`src/rtl/rt_pkg.sv`:
```
// Shared types and sizing helpers for the multi-player reaction timer.
package rt_pkg;

  localparam int DEF_CLK_HZ  = 50_000_000;
  localparam int DEF_TICK_HZ = 1000;
  localparam int DIV         = DEF_CLK_HZ / DEF_TICK_HZ;
  localparam int BCD_W       = 4;

  typedef enum logic [1:0] {
    IDLE = 2'd0,
    WAIT = 2'd1,
    RUN  = 2'd2,
    DONE = 2'd3
  } rtState;

  // Bits needed for a counter that runs 0..n-1 (never less than one bit).
  function automatic int cntWidth(input int n);
    return (n <= 2) ? 1 : $clog2(n);
  endfunction

endpackage

```
`src/rtl/bcd_counter_sat.sv`:
```
// Cascaded BCD up-counter that clears on demand and holds at all-nines.
module bcd_counter_sat
  import rt_pkg::*;
#(
  parameter int DIGITS = 4
) (
  input  logic                    CLOCK_50,
  input  logic                    RESET_N,
  input  logic                    clr,
  input  logic                    inc,
  output logic [BCD_W*DIGITS-1:0] value,
  output logic                    at_max
);

  localparam logic [BCD_W*DIGITS-1:0] MAX_VALUE = {DIGITS{4'h9}};

  logic [BCD_W*DIGITS-1:0] nextValue;

  assign at_max = (value == MAX_VALUE);

  // Ripple a +1 from the least significant digit, wrapping 9 -> 0 with carry.
  always_comb begin : incCalc
    logic carry;
    // NOTE: every variable gets a default before any conditional write, so no latch is inferred.
    nextValue = value;
    carry     = 1'b1;
    for (int d = 0; d < DIGITS; d++) begin
      if (carry) begin
        if (value[d*BCD_W +: BCD_W] == 4'd9) begin
          nextValue[d*BCD_W +: BCD_W] = 4'd0;
        end else begin
          nextValue[d*BCD_W +: BCD_W] = value[d*BCD_W +: BCD_W] + 4'd1;
          carry = 1'b0;
        end
      end
    end
  end

  // Counter register: clear wins, increments stop once all digits read 9.
  always_ff @(posedge CLOCK_50 or negedge RESET_N) begin
    // NOTE: state registers use non-blocking assignments so every flop samples pre-edge values.
    if (!RESET_N) begin
      value <= '0;
    end else if (clr) begin
      value <= '0;
    end else if (inc && !at_max) begin
      value <= nextValue;
    end
  end

endmodule

```
`src/rtl/reaction_timer_multi.sv`:
```
// N-player reaction timer: programmable seconds delay, shared BCD ms counter,
// per-player capture with false-start exclusion and overflow on saturation.
module reaction_timer_multi
  import rt_pkg::*;
#(
  parameter int CLK_HZ  = DIV * DEF_TICK_HZ,
  parameter int TICK_HZ = DEF_TICK_HZ,
  parameter int DIGITS  = 4,
  parameter int PLAYERS = 2,
  parameter int DELAY_W = 8
) (
  input  logic                          CLOCK_50,
  input  logic                          RESET_N,
  input  logic                          start,
  input  logic [DELAY_W-1:0]            delay_s,
  input  logic [PLAYERS-1:0]            react_n,
  output logic                          led_go,
  output logic                          busy,
  output logic [PLAYERS*DIGITS*4-1:0]   bcd_time,
  output logic [PLAYERS-1:0]            valid,
  output logic [PLAYERS-1:0]            false_start,
  output logic                          overflow
);

  localparam int DIV_CYCLES = CLK_HZ / TICK_HZ;
  localparam int PRE_W      = cntWidth(DIV_CYCLES);
  localparam int SUB_W      = cntWidth(TICK_HZ);
  localparam int VAL_W      = BCD_W * DIGITS;

  rtState               state;
  logic [PLAYERS-1:0]   sync1, sync2, syncPrev, press;
  logic [PRE_W-1:0]     preCnt;
  logic                 tick;
  logic [SUB_W-1:0]     subCnt;
  logic [DELAY_W-1:0]   secCnt, delayLat;
  logic                 secTick, delayHit;
  logic [PLAYERS-1:0]   fsNext, capEn, validNext;
  logic                 goWait, goRun, allFalse, allReacted, satPending;
  logic [VAL_W-1:0]     count;
  logic                 atMax;

  // Falling edge of the synchronised button is a one-cycle press.
  assign press = syncPrev & ~sync2;

  assign tick    = (preCnt == PRE_W'(DIV_CYCLES - 1));
  assign secTick = tick && (subCnt == SUB_W'(TICK_HZ - 1));

  // Leave WAIT on the same edge that sec_cnt reaches the latched delay, so led_go
  // rises exactly delay*CLK_HZ cycles after WAIT entry; a zero delay leaves at once.
  assign delayHit = (delayLat == '0) || (secTick && (secCnt == delayLat - DELAY_W'(1)));

  assign fsNext    = false_start | (press & {PLAYERS{state == WAIT}});
  assign capEn     = press & ~valid & ~false_start & {PLAYERS{state == RUN}};
  assign validNext = valid | capEn;

  assign goWait     = start && ((state == IDLE) || (state == DONE));
  assign allFalse   = (state == WAIT) && (&fsNext);
  assign goRun      = (state == WAIT) && delayHit && !allFalse;
  assign allReacted = &(valid | false_start);
  assign satPending = atMax && !(&(validNext | false_start));

  bcd_counter_sat #(
    .DIGITS (DIGITS)
  ) u_counter (
    .CLOCK_50 (CLOCK_50),
    .RESET_N  (RESET_N),
    .clr      (goWait || goRun),
    .inc      ((state == RUN) && tick),
    .value    (count),
    .at_max   (atMax)
  );

  // Two-flop synchroniser plus edge-detect history for the raw buttons.
  always_ff @(posedge CLOCK_50 or negedge RESET_N) begin
    if (!RESET_N) begin
      // NOTE: synchroniser flops reset to the released (high) level so leaving reset never fakes a press.
      sync1    <= '1;
      sync2    <= '1;
      syncPrev <= '1;
    end else begin
      sync1    <= react_n;
      sync2    <= sync1;
      syncPrev <= sync2;
    end
  end

  // Prescaler: restarts on WAIT and RUN entry so the first tick lands a full period later.
  always_ff @(posedge CLOCK_50 or negedge RESET_N) begin
    if (!RESET_N) begin
      preCnt <= '0;
    end else if (goWait || goRun || tick) begin
      preCnt <= '0;
    end else begin
      preCnt <= preCnt + PRE_W'(1);
    end
  end

  // Whole-second timebase used only while waiting for the go signal.
  always_ff @(posedge CLOCK_50 or negedge RESET_N) begin
    if (!RESET_N) begin
      subCnt <= '0;
      secCnt <= '0;
    end else if (goWait) begin
      subCnt <= '0;
      secCnt <= '0;
    end else if ((state == WAIT) && tick) begin
      if (secTick) begin
        subCnt <= '0;
        secCnt <= secCnt + DELAY_W'(1);
      end else begin
        subCnt <= subCnt + SUB_W'(1);
      end
    end
  end

  // Round FSM with registered decodes and per-player capture registers.
  always_ff @(posedge CLOCK_50 or negedge RESET_N) begin
    if (!RESET_N) begin
      state       <= IDLE;
      led_go      <= 1'b0;
      busy        <= 1'b0;
      delayLat    <= '0;
      valid       <= '0;
      false_start <= '0;
      overflow    <= 1'b0;
      bcd_time    <= '0;
    end else begin
      case (state)
        IDLE, DONE: begin
          if (goWait) begin
            state       <= WAIT;
            busy        <= 1'b1;
            led_go      <= 1'b0;
            delayLat    <= delay_s;
            valid       <= '0;
            false_start <= '0;
            overflow    <= 1'b0;
            bcd_time    <= '0;
          end
        end
        WAIT: begin
          false_start <= fsNext;
          if (allFalse) begin
            state <= DONE;
            busy  <= 1'b0;
          end else if (goRun) begin
            state  <= RUN;
            led_go <= 1'b1;
          end
        end
        RUN: begin
          valid <= validNext;
          for (int p = 0; p < PLAYERS; p++) begin
            if (capEn[p]) bcd_time[p*VAL_W +: VAL_W] <= count;
          end
          if (allReacted) begin
            state  <= DONE;
            led_go <= 1'b0;
            busy   <= 1'b0;
          end else if (satPending) begin
            state    <= DONE;
            led_go   <= 1'b0;
            busy     <= 1'b0;
            overflow <= 1'b1;
          end
        end
        default: state <= IDLE;
      endcase
    end
  end

endmodule

```
`config.mk`:
```
export PLATFORM = sky130hd
export DESIGN_NAME = reaction_timer_multi
export DESIGN_NICKNAME = d
export VERILOG_FILES = /design/src/rtl/rt_pkg.sv /design/src/rtl/bcd_counter_sat.sv /design/src/rtl/reaction_timer_multi.sv
export SDC_FILE = /design/constraint.sdc
export NUM_CORES = 1
export LEC_CHECK = 0
export ABC_AREA = 0
export CAP_MARGIN = 20
export CORE_MARGIN = 2
export CORE_UTILIZATION = 30
export CTS_CLUSTER_DIAMETER = 40
export DETAILED_ROUTE_END_ITERATION = 8
export GPL_ROUTABILITY_DRIVEN = 0
export MAX_ROUTING_LAYER = met4
export SLEW_MARGIN = 0
export SYNTH_ARGS = -nofsm -noshare
export SYNTH_HDL_FRONTEND = slang
export SYNTH_SLANG_ARGS = --single-unit
```
`constraint.sdc`:
```
create_clock -name CLOCK_50 -period 3.8 [get_ports CLOCK_50]
set_clock_uncertainty 0.1 [all_clocks]
set_input_delay 0.76 -clock CLOCK_50 [delete_from_list [all_inputs] [get_ports CLOCK_50]]
set_output_delay 0.76 -clock CLOCK_50 [all_outputs]
set_load 0.005 [all_outputs]
```
==> key figures <==
Setup path
  • Worst R2R End: secCnt[4]
  • Flop2flop setup slack: approximately 1.2 ns
  • Crit. Startpoint: preCnt[0]
  • Worst-path fanout max: 11
  • CP Launch Type: register
  • Crit. End Element: register
  • Critical path arrival: 2.75 ns
  • R2R Path Start: preCnt[0]
  • WS Path Type: register to register
  • WP data required: between 3 and 4 ns
  • Register-to-Register Path Depth: 7

Synthesis
  • Syn Inst Count: 526
  • Async S/R FF share, synth: 1.000
  • Top FF cell, synth: dfrtp_1
  • Syn nets: between 500 and 600
  • Seq/Total Area, Yosys: 0.5092
  • Synthesis-stage register bit count: 105
  • Post-synth EDFFs: 0
  • Mapped cell area: approximately 5200 um2
  • Synth warn: 0
  • Post-synth cell types: 65
  • Avg Inst Size Synth: 9.838 um2

Outcome
  • Outcome: finished clean

STA
  • Setup tns final: 0 ns
  • F_max: approximately 380 MHz
  • Slew margin rel.: 0.3918
  • Setup slack after layout: approximately 1.2 ns
  • Slew Limit Fails: 0
  • Final worst path period share: 0.6888
  • Final setup violation count: 0
  • Minimum clock period: 2.617 ns
  • RSZ-0062 raised after global routing: false
  • Slew @ Worst Pin: 0.9100 ns
  • Final number of hold-violating endpoints: 0

Clock tree
  • # H-tree levels: 3
  • Hold_buf cts: 0
  • Clock Pin Slew Worst Setup and Hold Paths: 0.08 ns
  • Clock Path Buffers: 2
  • Post-CTS sizing: 0
  • Clk_lat worst skew: 0.35 ns
  • Postcts setup bufs: 0
  • CTS Sinks: about 110
  • CTS buffer count: 9
  • CTS tree: built
  • Root Driver: clkbuf_16

Global routing
  • Antenna violations before repair: 0
  • Total Routing Usage GR: 0.1260
  • First-pass GRT wire length: 18060 um
  • GRT overflow: 0
  • Vias in the first global route: approximately 3700
  • Largest net degree at the start of global routing: 62

Cells and area
  • Area growth, synth to finish: 19.32%
  • Final #Nets: between 500 and 600
  • ANT cells: 0
  • # fillers: 1699
  • Share of post-route cells with drive strength above 1: 0.08174

Hold path
  • Hold path cells: 0
  • HP Class: register to register
  • WHS Endpoint: sync2[1]
  • Hold Startpoint: sync1[1]

Route
  • Via density: 4.874
  • Avg WL per Cell: ~13 um
  • First-pass detailed-route iteration total: 6
  • Final wirelength: 10790 um
  • DRC: 0
  • Via Count: approximately 3900
  • Post-route ant nets: 0
  • Initial DRC count: 201

Die
  • Die X: 135.3 um
  • Die area: 18320 um2
  • IO Pins: 52
  • Row cnt: 48
  • Die Y: 135.3 um
  • Starting density of the core: 0.3034
  • Std-Cell Core Area: 17060 um2

Pwr
  • Sequential power share: 0.399
  • Clk pwr share: 0.280
  • Combinational fraction of design power: 0.321
  • Internal power: 2.128 mW
  • Power Dens Cells: 548.3 nW/um2
  • Fraction of power spent switching nets: 0.3716
  • Worst vdd ir: 0.0002490 V
  • Sw power: 1.258 mW
  • Leakage: 2.640 nW

Run
  • Max-capacitance violation count: 0

Place
  • # port buffers: slightly above 50
  • Hpwl dp: between 7000 and 8000 um
  • Pre-CTS setup slack: 0.8996 ns
through the flow:
step	utilization	total power [mW]	hold WS, ns	std cells	cell area (um2)
detailed placement	0.3446	2.470	0.2473	785	5877
CTS	0.3620	3.429	0.2563	800	6175
global placement	0.3446	2.441	0.2469	785	5877
finish	0.3620	3.385	0.2532	800	6175
floorplan	-	2.216	0.2452	526	5175
global route	0.3620	3.610	0.2645	800	6175
registers in the layout (all words and copies together), names as in the netlist, 8 cells and up:
register,flops
bcd_time,32
preCnt,16
u_counter.value,16
delayLat,8
secCnt,8
subCnt,10
Yosys cell counts (3+ instances only):
library cell   n  area share
dfrtp_1       99        0.48
nand2_1       73       0.053
nor2_1        55       0.040
o21ai_0       51       0.049
a21oi_1       23       0.022
inv_1         18       0.013
xor2_1        18       0.030
xnor2_1       15       0.025
ha_1          14       0.034
nand3_1       13       0.013
clkbuf_1      12      0.0087
and3_1        11       0.013
nor3_1        11       0.011
a31oi_1        8      0.0097
nor2b_1        8      0.0097
mux2_2         7       0.015
mux2i_1        7       0.014
dfstp_2        6       0.030
nand4_1        6      0.0073
and2_1         4      0.0048
and3b_1        4      0.0068
a22o_1         3      0.0051
and4_1         3      0.0051
buf_6          3      0.0065
layout by cell type (no fill, tap or decap), types with 3 or more instances in the layout:
cell type	count
a21oi_1	23
a22o_1	3
a31oi_1	8
and2_1	4
and3_1	11
and3b_1	4
and4_1	3
buf_4	5
clkbuf_16	9
clkdlybuf4s50_1	50
dfrtp_1	99
dfstp_2	6
ha_1	14
inv_1	18
inv_6	3
mux2_2	7
mux2i_1	7
nand2_1	73
nand3_1	13
nand4_1	6
nor2_1	55
nor2b_1	8
nor3_1	11
o21ai_0	51
xnor2_1	15
xor2_1	18
routing by layer:
| metal | GRT usage | share of wire | wire length, um | vias to the layer above |
|---|---|---|---|---|
| met2 | 0.1980 | 0.45 | 4822 | 85 |
| li1 | - | - | - | 1912 |
| met4 | 0.04630 | 0.020 | 212 | 0 |
| met3 | 0.02282 | 0.042 | 452 | 16 |
| met1 | 0.1634 | 0.49 | 5306 | 1886 |
| met5 | - | 0 | 0 | - |
worst max-delay path by stage:
stage | endpoint | slack [ns]
after floorplan | secCnt[6] | 1.56
after global placement | subCnt[9] | 0.92
after detailed placement | preCnt[14] | 0.90
after CTS | subCnt[9] | 1.16
after global routing | secCnt[4] | 0.95
final | secCnt[4] | 1.18
kinds of logic after synthesis:
| kind of cell | after synthesis | synth area share |
|---|---|---|
| AND/OR/NAND/NOR | 212 | 0.2050 |
| XOR/XNOR | 33 | 0.05585 |
| adder cells (fa/ha/maj) | 15 | 0.03578 |
| AO/OA/AOI/OAI | 108 | 0.1296 |
| multiplexers | 14 | 0.02877 |
| flip-flops | 105 | 0.5092 |
| buffers and inverters | 39 | 0.03578 |
power by group through the flow:
stage	clock, mW	combinational (mW)	sequential [mW]
2_1_floorplan	0	0.874	1.34
3_3_place_gp	0	1.08	1.36
3_5_place_dp	0	1.10	1.37
4_1_cts	0.976	1.10	1.35
5_1_grt	1.02	1.22	1.37
6_report	0.948	1.09	1.35
area by class of cell:
| cell class | instances | area [um2] | share of cell area |
|---|---|---|---|
| Clock buffer | 9 | 225.2 | 0.03647 |
| Timing Repair Buffer | 55 | 538.0 | 0.08713 |
| Inverter | 18 | 67.56 | 0.01094 |
| Sequential cell | 105 | 2635 | 0.4267 |
| Multi-Input combinational cell | 382 | 2355 | 0.3814 |
| Tap cell | 225 | 281.5 | 0.04559 |
| Clock inverter | 6 | 72.57 | 0.01175 |
worst max-delay path, cell delays in order (launching register included):
cell	delay [ns]
dfrtp_1	0.37
ha_1	0.18
and3_1	0.25
and4_1	0.54
a21oi_1	0.38
nor4bb_1	0.44
xnor2_1	0.16
nor2_1	0.06
Note: power is estimated with default switching activity, not from simulation.
